<file path="src/rtl/mmio_bridge.sv">
// rtl/mmio_bridge.sv - byte-bus router to ram with an MMIO console FIFO and a halt register (optional cycle counter: MMIO_CYCLE_CNT_EN)
module mmio_bridge #(
  parameter int                 MADDR_L  = 32,
  parameter int                 M_DATA_L = 8,
  parameter logic [MADDR_L-1:0] IO_BASE  = 32'h00030000,
  parameter int                 FIFO_AW  = 4
) (
  input  logic                clk,
  input  logic                rst,
  input  logic [M_DATA_L-1:0] m_din,
  input  logic [MADDR_L-1:0]  m_waddr,
  input  logic                m_we,
  input  logic [MADDR_L-1:0]  m_raddr,
  input  logic                m_re,
  output logic [M_DATA_L-1:0] m_dout,
  output logic [M_DATA_L-1:0] r_din,
  output logic [MADDR_L-1:0]  r_waddr,
  output logic                r_we,
  output logic [MADDR_L-1:0]  r_raddr,
  output logic                r_re,
  input  logic [M_DATA_L-1:0] r_dout,
  output logic [M_DATA_L-1:0] io_data,
  output logic                io_valid,
  input  logic                io_ready,
  output logic                halt,
  output logic [M_DATA_L-1:0] exit_code
);

  localparam int               DEPTH    = 1 << FIFO_AW;
  localparam logic [FIFO_AW:0] FULL_CNT = {1'b1, {FIFO_AW{1'b0}}};

  logic                whit, rhit;
  logic [3:0]          woff, roff;
  logic [M_DATA_L-1:0] mem [DEPTH];
  logic [FIFO_AW-1:0]  rd_ptr, wr_ptr;
  logic [FIFO_AW:0]    count;
  logic                overflow, full, empty;
  logic                push_req, push_ok, pop, halt_wr;
  logic                sel_q;
  logic [M_DATA_L-1:0] rdata_q, rd_byte;

`ifdef MMIO_CYCLE_CNT_EN
  logic [31:0] cyc_cnt, cyc_shadow;
`endif

  assign whit = (m_waddr[MADDR_L-1:4] == IO_BASE[MADDR_L-1:4]);
  assign rhit = (m_raddr[MADDR_L-1:4] == IO_BASE[MADDR_L-1:4]);
  assign woff = m_waddr[3:0];
  assign roff = m_raddr[3:0];

  assign r_din   = m_din;
  assign r_waddr = m_waddr;
  assign r_we    = m_we & ~whit;
  assign r_raddr = m_raddr;
  assign r_re    = m_re & ~rhit;
  assign m_dout  = sel_q ? rdata_q : r_dout;

  assign full     = (count == FULL_CNT);
  assign empty    = (count == '0);
  assign io_valid = ~empty;
  assign io_data  = mem[rd_ptr];

  // A full FIFO still takes a byte when the consumer frees a slot on the same edge.
  assign pop      = io_valid & io_ready;
  assign push_req = m_we & whit & (woff == 4'h0) & ~halt;
  assign push_ok  = push_req & (~full | pop);
  assign halt_wr  = m_we & whit & (woff == 4'h4) & ~halt;

  always_comb begin
    rd_byte = '0;
    case (roff)
      4'h0:    rd_byte = {{(M_DATA_L-3){1'b0}}, overflow, empty, full};
      4'h1:    rd_byte = {{(M_DATA_L-FIFO_AW-1){1'b0}}, count};
`ifdef MMIO_CYCLE_CNT_EN
      4'h8:    rd_byte = cyc_cnt[7:0];
      4'h9:    rd_byte = cyc_shadow[15:8];
      4'hA:    rd_byte = cyc_shadow[23:16];
      4'hB:    rd_byte = cyc_shadow[31:24];
`endif
      default: rd_byte = '0;
    endcase
  end

  // Storage is deliberately left out of reset; pointers alone define contents.
  always_ff @(posedge clk) begin
    if (push_ok) mem[wr_ptr] <= m_din;
  end

  always_ff @(posedge clk) begin
    if (rst) begin
      rd_ptr    <= '0;
      wr_ptr    <= '0;
      count     <= '0;
      overflow  <= 1'b0;
      halt      <= 1'b0;
      exit_code <= '0;
      sel_q     <= 1'b0;
      rdata_q   <= '0;
    end else begin
      sel_q <= m_re & rhit;
      if (m_re & rhit) rdata_q <= rd_byte;
      if (pop) rd_ptr <= rd_ptr + FIFO_AW'(1);
      if (push_ok) wr_ptr <= wr_ptr + FIFO_AW'(1);
      if (push_req & ~push_ok) overflow <= 1'b1;
      case ({push_ok, pop})
        2'b10:   count <= count + (FIFO_AW+1)'(1);
        2'b01:   count <= count - (FIFO_AW+1)'(1);
        default: count <= count;
      endcase
      if (halt_wr) begin
        halt      <= 1'b1;
        exit_code <= m_din;
      end
    end
  end

`ifdef MMIO_CYCLE_CNT_EN
  // Reading the low byte freezes the whole count so the upper bytes stay coherent.
  always_ff @(posedge clk) begin
    if (rst) begin
      cyc_cnt    <= '0;
      cyc_shadow <= '0;
    end else begin
      cyc_cnt <= cyc_cnt + 32'd1;
      if (m_re & rhit & (roff == 4'h8)) cyc_shadow <= cyc_cnt;
    end
  end
`endif

endmodule

</file>
<file path="config.mk">
export PLATFORM = sky130hd
export DESIGN_NAME = mmio_bridge
export DESIGN_NICKNAME = d
export VERILOG_FILES = /design/src/rtl/mmio_bridge.sv
export SDC_FILE = /design/constraint.sdc
export NUM_CORES = 1
export LEC_CHECK = 0
export BUFFER_PORTS_ARGS = -buffer_cell sky130_fd_sc_hd__buf_2
export CAP_MARGIN = 10
export CORE_UTILIZATION = 30
export DETAILED_ROUTE_END_ITERATION = 7
export PLACE_DENSITY = 0.54
export SYNTH_ARGS = -nofsm -noshare
export SYNTH_HDL_FRONTEND = slang
export SYNTH_SLANG_ARGS = --single-unit
</file>
<file path="constraint.sdc">
create_clock -name clk -period 2.6 [get_ports clk]
set_input_delay 0.26 -clock clk [delete_from_list [all_inputs] [get_ports clk]]
set_output_delay 0.26 -clock clk [all_outputs]
set_load 0.02 [all_outputs]
</file>
=== Yosys cells after proc, flatten, opt, wreduce, memory -nomap -nowiden ===
Memory sizes are Yosys's and may differ from the RTL's. A register that Yosys moved wholly into a read port is not among the register bits.
Index checks and enable logic that the tools add are counted.

* Bits in registers: 32
* Bits in latches: 0
* Memory bits (writable): 128
* Memory bits (read-only): 0
* Bits of input ports: 85
* Output and inout port bits: 100
* Word-level logic and storage cells: 49
* Memories kept: 1

{| class="wikitable"
|+ Memory list
! memory !! depth !! width !! rd ports !! clocked after Yosys merged registers in !! wr ports !! RTL line !! RTL
|-
| mem || 16 || 8 || 1 || 1 || 1 || 34 || <nowiki>logic [M_DATA_L-1:0] mem [DEPTH];</nowiki>
|}

* Add/subtract/negate cells: 4
* Multipliers: 0
* Div/mod/pow operators: 0
* Magnitude comparators: 0
* Equality and inequality tests: 7
* Shifts and indexed selects: 0
* Mux-type cells: 7
* Bitwise logic cells: 18
* Reduce and logical (&&, ||, !) cells: 4

{| class="wikitable"
|+ Operators with widths
! kind !! number
|-
| $eq A28 B14 Y1 const B || 2
|-
| $pmux W5 S2 || 2
|-
| $and A1 B1 Y1 || 11
|-
| $add A4 B1 Y4 const B || 2
|-
| $logic_not A4 Y1 || 2
|-
| $mux W4 || 2
|-
| $mux W8 || 1
|-
| $not A1 Y1 || 6
|-
| $add A5 B1 Y5 const B || 1
|-
| $eq A5 B5 Y1 const B || 1
|-
| $logic_not A5 Y1 || 1
|-
| $sub A5 B1 Y5 const B || 1
|-
| $eq A4 B1 Y1 const B || 1
|-
| $eq A4 B3 Y1 const B || 1
|-
| $eq A2 B1 Y1 const B || 1
|-
| $eq A2 B2 Y1 const B || 1
|-
| $mux W1 || 2
|-
| $reduce_bool A2 Y1 || 1
|-
| $or A1 B1 Y1 || 1
|}

=== Longest topological paths before layout ===
* Depth in word-level cells: 7
* Depth in mapped cells: 12
* Mapped depth without buffers: 12

=== Worst setup path before layout ===
No wires, ideal clock.

* Kind: flip-flop to flip-flop
* From: reg halt
* To: reg count[4]
* Setup time: 0.123 ns
* Arrival: 2.719 ns
* Data required time: 2.477 ns
* Setup slack: -0.242 ns
* Stages on the path, launching flop included: 10
* Path buffers: 0
* Period minus slack after synthesis: 2.842 ns
* Cell sequence: dfxtp_1 > or4_1 > nor4_4 > nor2_1 > ha_1 > nor2b_1 > o21ai_0 > or2b_1 > a31oi_1 > mux2_1

* Word-level cells in the longest chain between the ends: 5
* Elaborated cells between the ends (all ways): 7
* Those cells by class: eq/ne: 2; mux: 1; bitwise: 3; reduce/logical: 1

{| class="wikitable"
|+ Ends and longest elaborated chain
! item !! RTL line !! RTL
|-
| from (decl) || 25 || <nowiki>output logic halt,</nowiki>
|-
| from (signal assigned) || 95 || <nowiki>halt <= 1'b0;</nowiki>
|-
| from (signal assigned) || 111 || <nowiki>halt <= 1'b1;</nowiki>
|-
| $not A1 Y1 * || 65 || <nowiki>assign push_req = m_we & whit & (woff == 4'h0) & ~halt;</nowiki>
|-
| $and A1 B1 Y1 * || 65 ||
|-
| $and A1 B1 Y1 * || 66 || <nowiki>assign push_ok = push_req & (~full | pop);</nowiki>
|-
| $eq A2 B1 Y1 or $eq A2 B2 Y1 (tied branches) || 105 || <nowiki>case ({push_ok, pop})</nowiki>
|-
| $pmux W5 S2 or $reduce_bool A2 Y1 (tied branches) || - ||
|-
| to (signal assigned) || 106 || <nowiki>2'b10: count <= count + (FIFO_AW+1)'(1);</nowiki>
|-
| to (signal assigned) || 107 || <nowiki>2'b01: count <= count - (FIFO_AW+1)'(1);</nowiki>
|-
| to (signal assigned) || 108 || <nowiki>default: count <= count;</nowiki>
|-
| to (decl) || 36 || <nowiki>logic [FIFO_AW:0] count;</nowiki>
|}

Every way passes the cells marked *; elsewhere a longest branch is shown, timed or not.
A chain may end at the register's enable or synchronous reset.

=== Final worst setup path ===
Ends and elaborated chain as after synthesis.

==> results.md <==
- Outcome: finished clean
- Vias per std cell: 4.477
- Initial core utilization: 0.3058
- Net count after synthesis: 555
- Final cycle utilization of the critical path: 0.9736
- Fraction of post-synthesis cell area in the top cell type by area: 0.5372
- Count of hold buffers inserted by post-cts repair: 0
- I/O pin cnt: 185
- Count of final max-slew check failures: 0
- DP Worst Slack: -0.2330 ns
- Width of the die: 156.4 um
- Clock-pin slew on the worst setup and hold paths: 0.07 ns
- Number of clock sinks: 161
- Hold Path Depth: 2
- Critical path arrival: 2.84 ns
- Leak Pwr: 3.309 nW
- Area added between synthesis and finish: 24.90%
- Antenna-violating nets left: 0
- Number of search-and-repair iterations in the first detailed-routing pass: 4
- Maximum capacitance violations: 0
- Maximum operating frequency: 395.0 MHz
- Non-filler instance count after layout: 954
- Area of the die: 24470 sq um
- Nets: 716
- Buffer count from post-CTS setup fixing: 0
- Startpoint types: flop
- Type of destination of the critical path: flop
- Hold-critical path endpoint: wr_ptr[1]
- Worst slew slack as a fraction of its limit: 0.5852
- Total vias in the final route: 4271
- Vias in the first global route: 4410
- Register bit total from synthesis: 161
- Overall routing resource usage: 0.1345
- Antenna cells: 0
- PortBufs: 184
- Detail-routed net length per standard cell: 16.83 um
- Fin Hold WS: 0.1645 ns
- Worst-case reg-to-reg path depth: 9
- Fin crit period: 2.531 ns
- Worst flop-to-flop path endpoint: count[4]
- Final standard cell area without fillers: 8937 sq um
- Required time of the worst setup path: 2.91 ns
- Cell with the most instances after synthesis: sky130_fd_sc_hd__edfxtp_1
- Placeable core region: 23400 sq um
- Bufs and invs on worst path: 0
- Fraction of final layout cells sized beyond drive strength 1: 0.5181
- Most frequent cells after synthesis: sky130_fd_sc_hd__edfxtp_1, sky130_fd_sc_hd__buf_4, sky130_fd_sc_hd__mux4_2
- HPWL after detailed placement: 11380 um
- CTS H-Tree Depth: 4
- Worst setup path category: reg -> reg
- First-pass GRT wire length: 23970 um
- VDD IR max: 0.3516 mV
- Largest driver fanout on the critical path: 2
- First DRT Iteration DRCs: 255
- Number of enable-type register cells in the synthesized netlist: 128
- Biggest cell delay along the critical path: 0.49 ns
- Clock latency on the worst-skew pair: 0.42 ns
- R2r startpoint: halt
- CTS Buf Count: 17
- Post-DP Area: 8254 sq um
- Endpoints failing setup: 0
- Synth async-reset ratio: 0
- Cell family contributing the most delay on the critical path: simple AND/OR/NAND/NOR gates
- Final-layout fill cell count: 2223
- Beginning of the worst hold path: rst
- Unique masters post-synth: 44
- Critical-path cell list: or4_4 -> nor4_4 -> nor2_2 -> ha_1 -> nor2b_1 -> o21ai_1 -> or2b_1 -> a31oi_1 -> mux2_1
- Slew at the pin closest to its max-slew limit: 0.6214 ns
- CTS tree: built
- Number of placed cells counting well taps: 919
- Reg2Reg Setup Slack: 0.07 ns
- Total Wirelength: 16060 um
- Part of the Yosys area used for sequential elements: 0.6295
- Cells after Synth: 461
- Mean Syn Cell Area: 15.52 sq um
- RSZ-0062 raised after global routing: true
- Dominant cells by area after synthesis: sky130_fd_sc_hd__edfxtp_1, sky130_fd_sc_hd__mux4_2, sky130_fd_sc_hd__dfxtp_1, sky130_fd_sc_hd__buf_4, sky130_fd_sc_hd__nor2_1
- Number of failing hold endpoints at the final stage: 0
- Final sum of negative setup slack: 0 ns
- Longest Clk Path Bufs: 2
- Power per unit of standard cell area: 624.2 nW/um^2
- Mapped Area: 7156 sq um
- Setup skew after layout: 0.008261 ns
- Standard-cell row count: 56
- Top FF cell, synth: sky130_fd_sc_hd__edfxtp_1
- Yosys top cell by area: sky130_fd_sc_hd__edfxtp_1
- Class of the most critical hold timing path: in -> reg
- Initial antenna violation count: 0
- Setup ws final: 0.06859 ns
- Residual DRC: 0
- Weighted congestion reported at the end of routability-driven placement: 0.7782
- Yosys warning count: 0
- Largest net degree at the start of global routing: 33
- GR Overflow Total: 0
- Master of the slowest instance on the critical path: sky130_fd_sc_hd__or4_4
- Clk Tree Root Cell: sky130_fd_sc_hd__clkbuf_16
- Die Height: 156.4 um
## cells by family after synthesis
| logic type | synth area share |
|---|---|
| DFF | 0.6295 |
| and+or+nand+nor | 0.08498 |
| buffers and inverters | 0.08935 |
| muxes | 0.1528 |
| AOI/OAI and AO/OA | 0.01679 |
| adders and majority gates | 0.01679 |
| xor gates and xnor gates | 0.009791 |
## placed cells by master, fill, tap and decap left out, types with 2 or more instances in the layout
master                      instances
sky130_fd_sc_hd__a21oi_1           11
sky130_fd_sc_hd__dfxtp_4            2
sky130_fd_sc_hd__clkbuf_16         19
sky130_fd_sc_hd__mux2_2             6
sky130_fd_sc_hd__nor3_1             3
sky130_fd_sc_hd__mux2i_1           10
sky130_fd_sc_hd__ha_1               8
sky130_fd_sc_hd__nand3_1            8
sky130_fd_sc_hd__buf_4             42
sky130_fd_sc_hd__inv_6              3
sky130_fd_sc_hd__nand4_1            3
sky130_fd_sc_hd__clkinv_8           4
sky130_fd_sc_hd__edfxtp_1         128
sky130_fd_sc_hd__nor2_1            37
sky130_fd_sc_hd__buf_12             2
sky130_fd_sc_hd__inv_8              4
sky130_fd_sc_hd__xor2_1             4
sky130_fd_sc_hd__nand2_1           11
sky130_fd_sc_hd__xnor2_1            4
sky130_fd_sc_hd__inv_1              5
sky130_fd_sc_hd__o21ai_0            3
sky130_fd_sc_hd__nor4_2             3
sky130_fd_sc_hd__buf_6              2
sky130_fd_sc_hd__and2_1             2
sky130_fd_sc_hd__buf_2            184
sky130_fd_sc_hd__mux4_2            40
sky130_fd_sc_hd__nor3_2             3
sky130_fd_sc_hd__nor2b_1            6
sky130_fd_sc_hd__nor4_4             2
sky130_fd_sc_hd__nor4_1            10
sky130_fd_sc_hd__dfxtp_1           31
sky130_fd_sc_hd__nand2b_1           9
## worst max-delay path by stage
stage                     startpoint          to  cells after the start  slack [ns]
after floorplan                 halt    count[4]                      9       -0.24
after global placement    m_waddr[1]    count[4]                     13       -0.14
after detailed placement  m_waddr[1]    count[4]                     13       -0.23
after CTS                       flop  io_data[1]                      4       0.003
after global routing            halt    count[4]                      9       -0.07
final                           halt    count[4]                      9        0.07
## where the power goes
part	total, mW	leakage, nW	switching (mW)	internal, mW
combinational	0.297	1.60	0.194	0.103
sequential	2.77	1.42	0.00000439	2.77
clock	2.51	0.297	1.13	1.38
## metrics by stage
stage / util / total power, mW
after floorplan: - / 3.025
after global placement: 0.3527 / 3.126
final: 0.3819 / 5.579
after global routing: 0.3819 / 5.750
after detailed placement: 0.3527 / 3.129
after CTS: 0.3789 / 5.644
## what timing repair did
item	in CTS	in global routing
endpoints found under the setup margin	1	9
gates cloned	0	3
hold endpoints to repair	0	0
pin swaps	1	0
resized for setup	0	4
## routing by layer
metal	part of all wire	track usage	up-vias
li1	-	-	1995
met1	0.42	0.1561	2118
met2	0.52	0.2402	145
met3	0.047	0.03600	13
met4	0.014	0.04248	0
met5	0	0	-
## flip-flops by register name (all words and copies together), names as in the netlist, named ones only
register / count
count: 5
exit_code: 8
halt: 1
mem: 128
overflow: 1
rd_ptr: 4
rdata_q: 5
sel_q: 1
wr_ptr: 4
## final cells by class
type | instances | area (sq um) | area share
Clock buffer | 17 | 425.4 | 0.04760
Clock inverter | 15 | 187.7 | 0.02100
Inverter | 6 | 22.52 | 0.002520
Multi-Input combinational cell | 204 | 2042 | 0.2285
Sequential cell | 161 | 4512 | 0.5048
Timing Repair Buffer | 232 | 1349 | 0.1509
Tap cell | 319 | 399.1 | 0.04466
No activity file was read; power rests on OpenSTA's default activity.
